<file path="config.mk">
export PLATFORM = sky130hd
export DESIGN_NAME = alien_hit_detector_flat
export DESIGN_NICKNAME = d
export VERILOG_FILES = /design/src/rtl/alien_hit_detector_pkg.sv /design/src/rtl/alien_hit_detector_if.sv /design/src/rtl/alien_hit_detector_grid_index_div.sv /design/src/rtl/alien_hit_detector.sv /design/src/flat_wrapper.sv
export SDC_FILE = /design/constraint.sdc
export NUM_CORES = 1
export LEC_CHECK = 0
export CORE_ASPECT_RATIO = 1.4
export CORE_UTILIZATION = 39
export DETAILED_ROUTE_END_ITERATION = 16
export GPL_TIMING_DRIVEN = 0
export SYNTH_ARGS = -nofsm -noshare
export SYNTH_HDL_FRONTEND = slang
export SYNTH_SLANG_ARGS = --single-unit
</file>
<file path="constraint.sdc">
create_clock -name clk -period 4.6 [get_ports clk]
set_clock_uncertainty 0.2 [all_clocks]
set_input_delay 0.46 -clock clk [delete_from_list [all_inputs] [get_ports clk]]
set_output_delay 0.46 -clock clk [all_outputs]
set_load 0.05 [all_outputs]
</file>
<file path="src/rtl/alien_hit_detector_pkg.sv">
// Shared constants for the alien formation: grid geometry, screen limits and
// collision FSM encoding. The draw logic uses the same values.
package alien_hit_detector_pkg;

    localparam int COLS    = 8;
    localparam int ROWS    = 4;
    localparam int CELL_W  = 16;
    localparam int CELL_H  = 12;
    localparam int ALIEN_W = 12;
    localparam int ALIEN_H = 8;

    localparam int SCREEN_X_MAX = 159;
    localparam int SCREEN_Y_MAX = 119;

    localparam int N_ALIENS = ROWS * COLS;
    localparam int X_W      = 8;
    localparam int Y_W      = 7;
    localparam int DIV_W    = X_W;
    localparam int COL_W    = 3;
    localparam int ROW_W    = 2;
    localparam int QUOT_W   = COL_W;
    localparam int LIM_W    = QUOT_W + 1;
    localparam int IDX_W    = $clog2(N_ALIENS);
    localparam int CNT_W    = 6;

    typedef enum logic [2:0] {
        IDLE   = 3'd0,
        COL    = 3'd1,
        ROW    = 3'd2,
        CHECK  = 3'd3,
        RESULT = 3'd4
    } state_e;

    function automatic logic [IDX_W-1:0] cell_index(input logic [COL_W-1:0] col,
                                                    input logic [ROW_W-1:0] row);
        return IDX_W'(int'(row) * COLS + int'(col));
    endfunction

endpackage

</file>
<file path="src/rtl/alien_hit_detector_if.sv">
// Bullet-in / result-out bundle between the shot controller and the hit detector.
interface alien_hit_detector_if;
    import alien_hit_detector_pkg::*;

    logic                 bullet_valid;
    logic [X_W-1:0]       bullet_x;
    logic [Y_W-1:0]       bullet_y;
    logic [X_W-1:0]       grid_x;
    logic [Y_W-1:0]       grid_y;
    logic                 grid_load;
    logic                 busy;
    logic                 result_valid;
    logic                 hit;
    logic [COL_W-1:0]     hit_col;
    logic [ROW_W-1:0]     hit_row;
    logic [N_ALIENS-1:0]  alive_mask;
    logic [CNT_W-1:0]     aliens_left;
    logic                 wave_clear;

    modport master (
        output bullet_valid, bullet_x, bullet_y, grid_x, grid_y, grid_load,
        input  busy, result_valid, hit, hit_col, hit_row, alive_mask, aliens_left, wave_clear
    );

    modport slave (
        input  bullet_valid, bullet_x, bullet_y, grid_x, grid_y, grid_load,
        output busy, result_valid, hit, hit_col, hit_row, alive_mask, aliens_left, wave_clear
    );

endinterface

</file>
<file path="src/rtl/alien_hit_detector_grid_index_div.sv">
// Iterative divide-by-subtraction: one pitch subtracted per step until the
// remainder drops below the pitch or the quotient would reach the limit.
module grid_index_div import alien_hit_detector_pkg::*; (
    input  logic              clk,
    input  logic              reset,
    input  logic              load,
    input  logic              step,
    input  logic [DIV_W-1:0]  value,
    input  logic [DIV_W-1:0]  pitch,
    input  logic [LIM_W-1:0]  limit,
    output logic [QUOT_W-1:0] quotient,
    output logic [DIV_W-1:0]  remainder,
    output logic              done,
    output logic              overflow
);

    logic [DIV_W-1:0]  rem_q, rem_d;
    logic [QUOT_W-1:0] quot_q, quot_d;

    assign done      = rem_q < pitch;
    assign overflow  = !done && ((LIM_W'(quot_q) + 1'b1) >= limit);
    assign quotient  = quot_q;
    assign remainder = rem_q;

    always_comb begin
        rem_d  = rem_q;
        quot_d = quot_q;
        if (load) begin
            rem_d  = value;
            quot_d = '0;
        end else if (step && !done && !overflow) begin
            rem_d  = rem_q - pitch;
            quot_d = quot_q + 1'b1;
        end
    end

    always_ff @(posedge clk or negedge reset) begin
        if (!reset) begin
            rem_q  <= '0;
            quot_q <= '0;
        end else begin
            rem_q  <= rem_d;
            quot_q <= quot_d;
        end
    end

endmodule

</file>
<file path="src/rtl/alien_hit_detector.sv">
// Maps each bullet position onto the alien grid, kills a live alien under it
// and tracks how many aliens remain in the wave.
module alien_hit_detector import alien_hit_detector_pkg::*; (
    input logic               clk,
    input logic               reset,
    alien_hit_detector_if.slave bus
);

    state_e              state_q, state_d;
    logic [Y_W-1:0]      dy_q, dy_d;
    logic [DIV_W-1:0]    dxr_q, dxr_d;
    logic [COL_W-1:0]    col_q, col_d;
    logic                miss_q, miss_d;
    logic                kill_q, kill_d;
    logic [N_ALIENS-1:0] alive_q, alive_d;
    logic [CNT_W-1:0]    left_q, left_d;
    logic [COL_W-1:0]    hit_col_q, hit_col_d;
    logic [ROW_W-1:0]    hit_row_q, hit_row_d;

    logic                div_load, div_step, div_done, div_ovf;
    logic [DIV_W-1:0]    div_value, div_pitch, div_rem;
    logic [LIM_W-1:0]    div_limit;
    logic [QUOT_W-1:0]   div_quot;

    logic [DIV_W-1:0]    dx_full;
    logic [Y_W-1:0]      dy_full;
    logic                out_of_range;
    logic [IDX_W-1:0]    idx;

    // Compare before subtracting; a wrapped difference is never used when out of range.
    assign out_of_range = (bus.bullet_x < bus.grid_x) || (bus.bullet_y < bus.grid_y);
    assign dx_full      = bus.bullet_x - bus.grid_x;
    assign dy_full      = bus.bullet_y - bus.grid_y;
    assign idx          = cell_index(col_q, div_quot[ROW_W-1:0]);

    grid_index_div u_div (
        .clk       (clk),
        .reset     (reset),
        .load      (div_load),
        .step      (div_step),
        .value     (div_value),
        .pitch     (div_pitch),
        .limit     (div_limit),
        .quotient  (div_quot),
        .remainder (div_rem),
        .done      (div_done),
        .overflow  (div_ovf)
    );

    always_comb begin
        state_d   = state_q;
        dy_d      = dy_q;
        dxr_d     = dxr_q;
        col_d     = col_q;
        miss_d    = miss_q;
        kill_d    = kill_q;
        alive_d   = alive_q;
        left_d    = left_q;
        hit_col_d = hit_col_q;
        hit_row_d = hit_row_q;
        div_load  = 1'b0;
        div_step  = 1'b0;
        div_value = {{(DIV_W-Y_W){1'b0}}, dy_q};
        div_pitch = DIV_W'(CELL_W);
        div_limit = LIM_W'(COLS);

        case (state_q)
            IDLE: begin
                if (bus.bullet_valid) begin
                    miss_d    = out_of_range;
                    dy_d      = dy_full;
                    kill_d    = 1'b0;
                    div_load  = 1'b1;
                    div_value = dx_full;
                    state_d   = COL;
                end
            end
            // Out-of-range bullets pass through COL once, fixing the miss latency at 2.
            COL: begin
                if (miss_q || div_ovf) begin
                    state_d = RESULT;
                end else if (div_done) begin
                    col_d    = div_quot;
                    dxr_d    = div_rem;
                    div_load = 1'b1;
                    state_d  = ROW;
                end else begin
                    div_step = 1'b1;
                end
            end
            ROW: begin
                div_pitch = DIV_W'(CELL_H);
                div_limit = LIM_W'(ROWS);
                if (div_ovf)       state_d = RESULT;
                else if (div_done) state_d = CHECK;
                else               div_step = 1'b1;
            end
            // The divider still holds the row quotient and dy remainder here.
            CHECK: begin
                if (dxr_q < DIV_W'(ALIEN_W) && div_rem < DIV_W'(ALIEN_H) && alive_q[idx]) begin
                    alive_d[idx] = 1'b0;
                    if (left_q != '0) left_d = left_q - 1'b1;
                    hit_col_d = col_q;
                    hit_row_d = div_quot[ROW_W-1:0];
                    kill_d    = 1'b1;
                end
                state_d = RESULT;
            end
            RESULT:  state_d = IDLE;
            default: state_d = IDLE;
        endcase

        if (bus.grid_load) begin
            state_d = IDLE;
            alive_d = '1;
            left_d  = CNT_W'(N_ALIENS);
            kill_d  = 1'b0;
        end
    end

    always_ff @(posedge clk or negedge reset) begin
        if (!reset) begin
            state_q   <= IDLE;
            dy_q      <= '0;
            dxr_q     <= '0;
            col_q     <= '0;
            miss_q    <= 1'b0;
            kill_q    <= 1'b0;
            alive_q   <= '1;
            left_q    <= CNT_W'(N_ALIENS);
            hit_col_q <= '0;
            hit_row_q <= '0;
        end else begin
            state_q   <= state_d;
            dy_q      <= dy_d;
            dxr_q     <= dxr_d;
            col_q     <= col_d;
            miss_q    <= miss_d;
            kill_q    <= kill_d;
            alive_q   <= alive_d;
            left_q    <= left_d;
            hit_col_q <= hit_col_d;
            hit_row_q <= hit_row_d;
        end
    end

    assign bus.busy         = (state_q != IDLE);
    assign bus.result_valid = (state_q == RESULT);
    assign bus.hit          = (state_q == RESULT) && kill_q;
    assign bus.wave_clear   = (state_q == RESULT) && kill_q && (left_q == '0);
    assign bus.hit_col      = hit_col_q;
    assign bus.hit_row      = hit_row_q;
    assign bus.alive_mask   = alive_q;
    assign bus.aliens_left  = left_q;

endmodule

</file>
<file path="src/flat_wrapper.sv">
// flat-port wrapper written by rule: the top's interface ports become plain ports
module alien_hit_detector_flat import alien_hit_detector_pkg::*;
  (clk, reset, bus_bullet_valid, bus_bullet_x, bus_bullet_y, bus_grid_x, bus_grid_y, bus_grid_load, bus_busy, bus_result_valid, bus_hit, bus_hit_col, bus_hit_row, bus_alive_mask, bus_aliens_left, bus_wave_clear);
  alien_hit_detector_if bus_i ();
  input logic clk;
  input logic reset;
  input wire logic [$bits(bus_i.bullet_valid)-1:0] bus_bullet_valid;
  input wire logic [$bits(bus_i.bullet_x)-1:0] bus_bullet_x;
  input wire logic [$bits(bus_i.bullet_y)-1:0] bus_bullet_y;
  input wire logic [$bits(bus_i.grid_x)-1:0] bus_grid_x;
  input wire logic [$bits(bus_i.grid_y)-1:0] bus_grid_y;
  input wire logic [$bits(bus_i.grid_load)-1:0] bus_grid_load;
  output wire logic [$bits(bus_i.busy)-1:0] bus_busy;
  output wire logic [$bits(bus_i.result_valid)-1:0] bus_result_valid;
  output wire logic [$bits(bus_i.hit)-1:0] bus_hit;
  output wire logic [$bits(bus_i.hit_col)-1:0] bus_hit_col;
  output wire logic [$bits(bus_i.hit_row)-1:0] bus_hit_row;
  output wire logic [$bits(bus_i.alive_mask)-1:0] bus_alive_mask;
  output wire logic [$bits(bus_i.aliens_left)-1:0] bus_aliens_left;
  output wire logic [$bits(bus_i.wave_clear)-1:0] bus_wave_clear;
  assign bus_i.bullet_valid = bus_bullet_valid;
  assign bus_i.bullet_x = bus_bullet_x;
  assign bus_i.bullet_y = bus_bullet_y;
  assign bus_i.grid_x = bus_grid_x;
  assign bus_i.grid_y = bus_grid_y;
  assign bus_i.grid_load = bus_grid_load;
  assign bus_busy = bus_i.busy;
  assign bus_result_valid = bus_i.result_valid;
  assign bus_hit = bus_i.hit;
  assign bus_hit_col = bus_i.hit_col;
  assign bus_hit_row = bus_i.hit_row;
  assign bus_alive_mask = bus_i.alive_mask;
  assign bus_aliens_left = bus_i.aliens_left;
  assign bus_wave_clear = bus_i.wave_clear;
  alien_hit_detector u_core (.clk(clk), .reset(reset), .bus(bus_i));
endmodule
</file>
==> results of run 1 <==
## power by group
group | internal, mW | switching (mW) | total [mW]
sequential | 0.722 | 0.0949 | 0.817
combinational | 0.366 | 0.541 | 0.907
clock | 0.446 | 0.255 | 0.702
## per-layer routing
| layer | wire length [µm] | GRT usage, % |
|---|---|---|
| met5 | 0 | 0 |
| met4 | 246 | 8.50 |
| met3 | 413 | 3.99 |
| met2 | 5920 | 36.8 |
| met1 | 4400 | 21.7 |
## cell usage after synthesis, types with 3 or more instances
cell / instances / area [µm²]
nor4_1: 3 / 18.8
inv_1: 28 / 105
nor2_1: 51 / 191
nor2b_1: 14 / 87.6
a211o_1: 3 / 26.3
mux4_2: 9 / 203
o21ai_0: 18 / 90.1
mux2i_1: 4 / 40.0
dfstp_2: 33 / 867
a21oi_1: 38 / 190
xor2_1: 5 / 43.8
nand2_1: 35 / 131
nand3b_1: 3 / 22.5
buf_2: 5 / 25.0
nor3_1: 25 / 125
a31oi_1: 11 / 68.8
clkbuf_1: 14 / 52.6
o211ai_1: 3 / 22.5
nand3_1: 5 / 25.0
ha_1: 23 / 288
a211oi_1: 6 / 45.0
mux2_2: 8 / 90.1
o21bai_1: 3 / 22.5
xnor2_1: 8 / 70.1
nor4b_1: 3 / 26.3
nand2b_1: 10 / 62.6
mux2_1: 4 / 45.0
dfrtp_1: 38 / 951
## how the worst max path moves through the flow
stage	end	cells after the start	from	slack (ns)
2_1_floorplan	u_core.u_div.remainder[4]	11	u_core.state_q[1]	1.61
4_1_cts	u_core.u_div.remainder[4]	11	u_core.state_q[1]	1.14
6_report	u_core.u_div.remainder[4]	11	u_core.state_q[1]	1.12
3_3_place_gp	u_core.bus.aliens_left[1]	1	reset	0.50
3_5_place_dp	u_core.u_div.remainder[4]	11	u_core.state_q[1]	1.13
5_1_grt	u_core.u_div.remainder[4]	11	u_core.state_q[1]	0.90
## layout make-up
type	instances	area (µm²)	area share [%]
plain buffers	23	115	2.04
clock buffers	12	256	4.55
clock inverters	4	45.0	0.799
inverters	28	105	1.86
multi-input cells	331	2330	41.4
flip-flops and latches	71	1820	32.2
well taps	141	176	3.13
repair buffers	79	788	14.0
## state kept, by name, indices dropped and copies added (netlist names), 3 cells and up
signal	flops
u_core.bus.alive_mask	32
u_core.u_div.quotient	3
u_core.bus.aliens_left	6
u_core.u_div.remainder	6
u_core.state_q	3
u_core.bus.hit_col	3
u_core.dxr_q	6
u_core.dy_q	5
u_core.col_q	3
## through the flow
step / hold WS (ns) / util, % / setup WS [ns]
2_1_floorplan: -0.0356 / - / 1.61
3_3_place_gp: 0.268 / 49.1 / 0.499
3_5_place_dp: 0.274 / 49.1 / 1.13
4_1_cts: 0.0834 / 51.9 / 1.14
5_1_grt: 0.130 / 51.9 / 0.902
6_report: 0.0413 / 51.9 / 1.12
## cells by family after synthesis
family	count (synthesis)	share of synthesized area (%)
AOI/OAI and AO/OA	101	14.9
xor gates and xnor gates	13	2.60
adders and majority gates	25	7.27
buffers and inverters	51	5.04
DFF	71	41.6
muxes	25	8.64
and+or+nand+nor	167	20.0
## cells in the final DEF, fill, tap and decap left out, drive strengths merged, types with 5 or more instances in the layout
master	instances
xnor2	8
nor3	25
buf	10
nor2b	14
nand2	35
mux2	12
dfrtp	38
dfstp	33
inv	28
xor2	5
nor4	6
nand3	5
ha	23
a21oi	39
nor2	52
a31oi	11
clkbuf	26
mux4	9
a211oi	6
nand2b	11
o21ai	18
clkdlybuf4s50	78
==> impl_metrics.env, run 1 <==
export IMPL_holdBufCountCts=0
export IMPL_clk_latency_ns=0.33
export IMPL_period_share_pct=75.7
export IMPL_numPlacedInstances=673
export IMPL_rsz0062_at_grt="false"
export IMPL_cts_resized_gates=0
export IMPL_grt_max_degree=72
export IMPL_num_rows=45
export IMPL_fin_area_um2=5640
export IMPL_antenna_found_initial=0
export IMPL_grt_pass1_wl_um=17800
export IMPL_start_util_pct=40.2
export IMPL_crit_slowest_cell="fa_1"
export IMPL_die_h_um=127
export IMPL_tritoncts="yes"
export IMPL_worstReg2RegEnd="u_core.u_div.remainder[4]"
export IMPL_hold_violations=0
export IMPL_vias=3684
export IMPL_arrival_ns=3.50
export IMPL_drive_above_1_share_pct=16.6
export IMPL_grt_pass1_vias=3606
export IMPL_syn_cell_area_um2=4370
export IMPL_gp_congestion=0.842
export IMPL_nets=601
export IMPL_drt_total_wl_um=11000
export IMPL_critPathBufInv=3
export IMPL_path_clk_slew_ns=0.06
export IMPL_fp_dieW_um=91.5
export IMPL_hold_path_class="in2async"
export IMPL_slowest_delay_ns=0.38
export IMPL_dr_pass1_iters=4
export IMPL_ys_seq_area_share_pct=41.6
export IMPL_regToRegStartpoint="u_core.state_q[1]"
export IMPL_critPathRequiredTime_ns=4.61
export IMPL_cap_violations=0
export IMPL_root_buffer="clkbuf_16"
export IMPL_ir_drop_mv=0.242
export IMPL_powerDensity_nw_per_um2=430
export IMPL_fmax_mhz=287
export IMPL_cp_max_fo=9
export IMPL_dp_hpwl_um=8340
export IMPL_dominantRegCellSynth="dfrtp_1"
export IMPL_critical_path_class="reg2reg"
export IMPL_cts_max_level=3
export IMPL_critPathCaptureType="flip-flop"
export IMPL_n_antenna_cell=0
export IMPL_port_buffers=79
export IMPL_wl_per_cell_um=15.9
export IMPL_drt_iter0_markers=140
export IMPL_rrSetupSlack_ns=1.12
export IMPL_p_leak_nw=2.31
export IMPL_worstMarginPinSlew_ns=0.894
export IMPL_ys_seq_elements=71
export IMPL_ant_nets=0
export IMPL_postPlaceCellArea_um2=5340
export IMPL_routed_via_density=5.35
export IMPL_rr_worst_depth=11
export IMPL_synthCells=453
export IMPL_clockBufferDepth=2
export IMPL_min_period_ns=3.48
export IMPL_cts_made_buffers=9
export IMPL_core_area_um2=10900
export IMPL_grt_use_total_pct=19.8
export IMPL_cp_start_kind="flip-flop"
export IMPL_synth_net_count=511
export IMPL_fin_total_pwr_mw=2.43
export IMPL_synth_edf_count=0
export IMPL_yosysWarnings=0
export IMPL_cts_setup_buffers=0
export IMPL_area_growth_pct=29.0
export IMPL_relSlewSlack_pct=40.4
export IMPL_status="complete, no violations"
export IMPL_cp_top_family="simple AND/OR/NAND/NOR gates"
export IMPL_cts_sinks=71
export IMPL_setup_tns_ns=0
export IMPL_dieArea_um2=11600
export IMPL_fillers=995
export IMPL_yosysUniqueCellTypes=61
export IMPL_drc=0
export IMPL_grt_ovfl_total=0
export IMPL_synthArstFlopShare_pct=100
export IMPL_setup_violations=0
export IMPL_crit_path_cell_trace="buf_2, or3b_2, clkbuf_1, inv_1, ha_1, fa_1, nor2b_1, nor4_2, nand2b_1, nor2_1, mux2_2"
export IMPL_fin_cells=689
export IMPL_ios=81
export IMPL_final_max_slew_viol_count=0
export IMPL_avgSynthCellArea_um2=9.65
No activity file was read; power rests on OpenSTA's default activity.
==> run 2: changes to the inputs <==
==> constraint.sdc (replaced) <==
create_clock -name clk -period 2.8 [get_ports clk]
set_clock_uncertainty 0.2 [all_clocks]
set_input_delay 0.28 -clock clk [delete_from_list [all_inputs] [get_ports clk]]
set_output_delay 0.28 -clock clk [all_outputs]
set_load 0.05 [all_outputs]
==> impl_metrics.env, run 2 (synthesized netlist as in run 1, its figures left out) <==
export IMPL_final_common_cell="clkdlybuf4s50_1"
export IMPL_clockBufferDepth=2
export IMPL_setup_violations=0
export IMPL_hold_depth=2
export IMPL_cpMostUsedCell="mux4_2"
export IMPL_grt_ovfl_total=0
export IMPL_path_clk_slew_ns=0.05
export IMPL_hold_path_class="reg2reg"
export IMPL_drt_iter0_markers=109
export IMPL_nets=612
export IMPL_critPathRequiredTime_ns=2.82
export IMPL_crit_path_cell_trace="buf_6, mux4_2, mux4_2, nand2b_4, o211ai_4, buf_12, mux2_1"
export IMPL_cp_start_kind="flip-flop"
export IMPL_clk_latency_ns=0.34
export IMPL_fp_dieW_um=91.5
export IMPL_fmax_mhz=367
export IMPL_core_area_um2=10900
export IMPL_drc=0
export IMPL_largest_register_ffs=32
export IMPL_num_rows=45
export IMPL_area_growth_pct=33.6
export IMPL_fin_area_um2=5840
export IMPL_ir_drop_mv=0.521
export IMPL_grt_use_total_pct=20.0
export IMPL_ant_nets=0
export IMPL_grt_pass1_vias=3636
export IMPL_hold_violations=0
export IMPL_slowest_delay_ns=0.54
export IMPL_dieArea_um2=11600
export IMPL_p_leak_nw=2.39
export IMPL_rrSetupSlack_ns=0.07
export IMPL_whs_endpoint="u_core.bus.hit_row[0]"
export IMPL_period_share_pct=97.4
export IMPL_die_h_um=127
export IMPL_start_util_pct=40.2
export IMPL_grt_max_degree=72
export IMPL_cap_violations=0
export IMPL_final_max_slew_viol_count=0
export IMPL_worstReg2RegEnd="u_core.bus.hit_col[0]"
export IMPL_wl_per_cell_um=15.6
export IMPL_postPlaceCellArea_um2=5370
export IMPL_dr_pass1_iters=4
export IMPL_gp_congestion=0.844
export IMPL_cts_sinks=71
export IMPL_worstMarginPinSlew_ns=0.880
export IMPL_drt_total_wl_um=10900
export IMPL_drive_above_1_share_pct=20.6
export IMPL_critPathCaptureType="flip-flop"
export IMPL_min_period_ns=2.73
export IMPL_cts_made_buffers=9
export IMPL_regToRegStartpoint="u_core.col_q[2]"
export IMPL_rr_worst_depth=7
export IMPL_ios=81
export IMPL_vias=3751
export IMPL_status="complete, no violations"
export IMPL_fillers=973
export IMPL_critical_path_class="reg2reg"
export IMPL_cp_max_fo=10
export IMPL_powerDensity_nw_per_um2=702
export IMPL_crit_slowest_cell="mux4_2"
export IMPL_use_met3_pct=2.92
export IMPL_routed_via_density=5.36
export IMPL_root_buffer="clkbuf_16"
export IMPL_tritoncts="yes"
export IMPL_grt_busiest_layer="met2"
export IMPL_layout_common_cells="clkdlybuf4s50_1 (77), nor2_1 (49), a21oi_1 (37)"
export IMPL_holdCritStartpoint="u_core.bus.hit_row[0]"
export IMPL_dp_hpwl_um=8270
export IMPL_cts_max_level=3
export IMPL_arrival_ns=2.75
export IMPL_grt_use_met1_pct=22.3
export IMPL_final_util_pct=53.8
export IMPL_port_buffers=79
export IMPL_relSlewSlack_pct=41.3
export IMPL_grt_pass1_wl_um=17900
export IMPL_cp_top_family="multiplexers"
export IMPL_antenna_found_initial=0
export IMPL_critPathBufInv=2
export IMPL_n_antenna_cell=0
export IMPL_grt_use_met2_pct=34.6
==> run 2: cell type report <==
type	count	area [µm²]	share of cell area, %
multi-input cells	331	2420	41.4
flip-flops and latches	71	1820	31.1
repair buffers	91	908	15.5
clock buffers	16	282	4.82
well taps	141	176	3.02
plain buffers	22	130	2.23
inverters	28	108	1.84
==> run 2: worst max path at each step <==
stage / start / to / cells after the start / slack (ns)
3_5_place_dp: u_core.state_q[1] / u_core.dxr_q[4] / 11 / -0.30
2_1_floorplan: u_core.state_q[1] / u_core.col_q[2] / 11 / 0.001
4_1_cts: u_core.col_q[0] / u_core.bus.hit_col[0] / 5 / 0.008
5_1_grt: u_core.state_q[1] / u_core.u_div.remainder[6] / 10 / -0.02
3_3_place_gp: reset / u_core.bus.aliens_left[3] / 1 / -1.10
6_report: u_core.col_q[2] / u_core.bus.hit_col[0] / 7 / 0.07
==> run 2: metal layers <==
| layer | part of all wire (%) | wire length (µm) |
|---|---|---|
| met3 | 3.5 | 384 |
| met5 | 0 | 0 |
| met2 | 53 | 5780 |
| met1 | 38 | 4180 |
| met4 | 5.1 | 558 |
==> run 2: worst reg2reg max path, stage by stage, from the launching register on <==
cell	delay (ns)
dfrtp_2	0.42
buf_6	0.18
mux4_2	0.55
mux4_2	0.51
nand2b_4	0.18
o211ai_4	0.08
buf_12	0.17
mux2_1	0.32
==> run 2: power breakdown <==
group          leakage [nW]  internal, mW  switching, mW
sequential            0.845          1.19          0.152
clock                 0.137         0.673          0.402
combinational          1.41         0.725          0.961
total                  2.39          2.59           1.52
==> run 2: repair_timing <==
item	in CTS	in global routing
gates resized for setup	12	13
endpoints found under the hold margin	38	0
buffers inserted	5	6
setup endpoints to repair	26	42
pin swaps	2	3
hold buffers	1	0
==> run 2: per-stage QoR <==
step | TNS, ns | setup slack [ns] | hold slack [ns] | instances | power (mW)
floorplan | 0 | 0.00139 | -0.216 | 453 | 2.45
global placement | -55.06 | -1.10 | 0.269 | 673 | 2.85
detailed placement | -3.61 | -0.301 | 0.261 | 673 | 2.87
CTS | 0 | 0.00847 | 0.282 | 694 | 4.04
global route | -0.0466 | -0.0168 | 0.309 | 700 | 4.36
finish | 0 | 0.0740 | 0.273 | 700 | 4.10
==> run 3: changes to the inputs <==
==> constraint.sdc (replaced) <==
create_clock -name clk -period 2.8 [get_ports clk]
set_clock_uncertainty 0.2 [all_clocks]
set_input_delay 0.56 -clock clk [delete_from_list [all_inputs] [get_ports clk]]
set_output_delay 0.56 -clock clk [all_outputs]
set_load 0.005 [all_outputs]
==> impl_metrics.env, run 3 (synthesized netlist as in run 1, its figures left out) <==
export IMPL_status="complete, no violations"
export IMPL_relSlewSlack_pct=42.1
export IMPL_p_leak_nw=2.38
export IMPL_tritoncts="yes"
export IMPL_fillers=974
export IMPL_arrival_ns=2.75
export IMPL_routed_via_density=5.33
export IMPL_cap_violations=0
export IMPL_cts_sinks=71
export IMPL_hold_violations=0
export IMPL_grt_pass1_vias=3636
export IMPL_drt_iter0_markers=128
export IMPL_dieArea_um2=11600
export IMPL_final_max_slew_viol_count=0
export IMPL_n_antenna_cell=0
export IMPL_port_buffers=79
export IMPL_dr_pass1_iters=6
export IMPL_drive_above_1_share_pct=20.8
export IMPL_critPathRequiredTime_ns=2.82
export IMPL_layout_common_cells="clkdlybuf4s50_1 (78), nor2_1 (49), a21oi_1 (37)"
export IMPL_cp_max_fo=10
export IMPL_cpMostUsedCell="mux4_2"
export IMPL_cp_top_family="multiplexers"
export IMPL_critPathCaptureType="flip-flop"
export IMPL_wl_per_cell_um=15.5
export IMPL_path_clk_slew_ns=0.05
export IMPL_core_area_um2=10900
export IMPL_nets=612
export IMPL_fmax_mhz=366
export IMPL_gp_congestion=0.844
export IMPL_hold_slack_ns=0.148
export IMPL_vias=3729
export IMPL_drc=0
export IMPL_min_period_ns=2.73
export IMPL_num_rows=45
export IMPL_cp_start_kind="flip-flop"
export IMPL_grt_max_degree=72
export IMPL_largest_register_ffs=32
export IMPL_area_growth_pct=33.5
export IMPL_final_common_cell="clkdlybuf4s50_1"
export IMPL_crit_slowest_cell="mux4_2"
export IMPL_antenna_found_initial=0
export IMPL_crit_path_cell_trace="buf_6, mux4_2, mux4_2, nand2b_4, o211ai_4, buf_12, mux2_1"
export IMPL_holdBufCountCts=0
export IMPL_fin_total_pwr_mw=4.02
export IMPL_clk_latency_ns=0.34
export IMPL_drt_total_wl_um=10900
export IMPL_grt_pass1_wl_um=17900
export IMPL_final_util_pct=53.7
export IMPL_worstMarginPinSlew_ns=0.869
export IMPL_critical_path_class="reg2reg"
export IMPL_grt_use_total_pct=20.0
export IMPL_critPathBufInv=2
export IMPL_ant_nets=0
export IMPL_grt_ovfl_total=0
export IMPL_period_share_pct=97.5
export IMPL_die_h_um=127
export IMPL_clockBufferDepth=2
export IMPL_setup_violations=0
export IMPL_ios=81
export IMPL_fp_dieW_um=91.5
export IMPL_root_buffer="clkbuf_16"
export IMPL_start_util_pct=40.2
export IMPL_ir_drop_mv=0.387
export IMPL_slowest_delay_ns=0.54
export IMPL_hold_path_class="in2async"
export IMPL_dp_hpwl_um=8270
export IMPL_cts_made_buffers=9
export IMPL_powerDensity_nw_per_um2=688
export IMPL_cts_max_level=3
run 3: cell types whose count changed in the layout (fill, tap and decap cells not counted):
cell / before / now
buf_4: 14 / 15
dlygate4sd3_1: 1 / 0
clkdlybuf4s50_1: 77 / 78
dlymetal6s2s_1: 1 / 0
run 3: final cells by class:
class,count,area (µm²),share of cell area [%]
clock buffer,16,282,4.82
inverter,28,108,1.84
tap,141,176,3.02
buffer,22,130,2.23
multi-input combinational,331,2420,41.4
sequential,71,1820,31.2
timing repair buffer,91,903,15.5
run 3: path summary, 6_finish.rpt:
path | depth (start not counted) | endpoint | slack [ns] | from
setup / recovery | 7 | u_core.bus.hit_col[0] | 0.07 | u_core.col_q[2]
hold / removal | 1 | u_core.dxr_q[5] | 0.15 | reset
setup reg to reg | 7 | u_core.bus.hit_col[0] | 0.07 | u_core.col_q[2]
hold reg to reg | 2 | u_core.bus.hit_row[0] | 0.27 | u_core.bus.hit_row[0]
max in group asynchronous | 1 | u_core.state_q[0] | 1.65 | reset
min in group clk | 2 | u_core.bus.hit_row[0] | 0.27 | u_core.bus.hit_row[0]
run 3: metrics by stage:
| step | cells | area [µm²] | TNS (ns) | setup slack, ns |
|---|---|---|---|---|
| 3_3_place_gp | 673 | 5370 | -75.14 | -1.38 |
| 3_5_place_dp | 673 | 5370 | -3.81 | -0.301 |
| 6_report | 700 | 5840 | 0 | 0.0705 |
| 4_1_cts | 693 | 5730 | 0 | 0.00847 |
| 5_1_grt | 700 | 5840 | -0.0466 | -0.0168 |
| 2_1_floorplan | 453 | 4400 | 0 | 0.00139 |
run 3: layer usage:
layer | vias to the layer above | track usage, % | share of wire, %
li1 | 1807 | - | -
met5 | - | 0 | 0
met1 | 1783 | 22.3 | 39
met4 | 0 | 14.7 | 5.4
met2 | 102 | 34.6 | 53
met3 | 37 | 2.92 | 3.3
run 3: timing repair:
action / 4_1_cts / 5_1_grt
endpoints found under the setup margin: 26 / 42
pin swaps: 2 / 4
resized for setup: 12 / 12
buffers inserted: 5 / 7
run 3: where the power goes:
part | switching (mW) | internal [mW] | total (mW)
Sequential | 0.151 | 1.19 | 1.34
Clock | 0.406 | 0.673 | 1.08
Combinational | 0.872 | 0.724 | 1.60
Total | 1.43 | 2.59 | 4.02
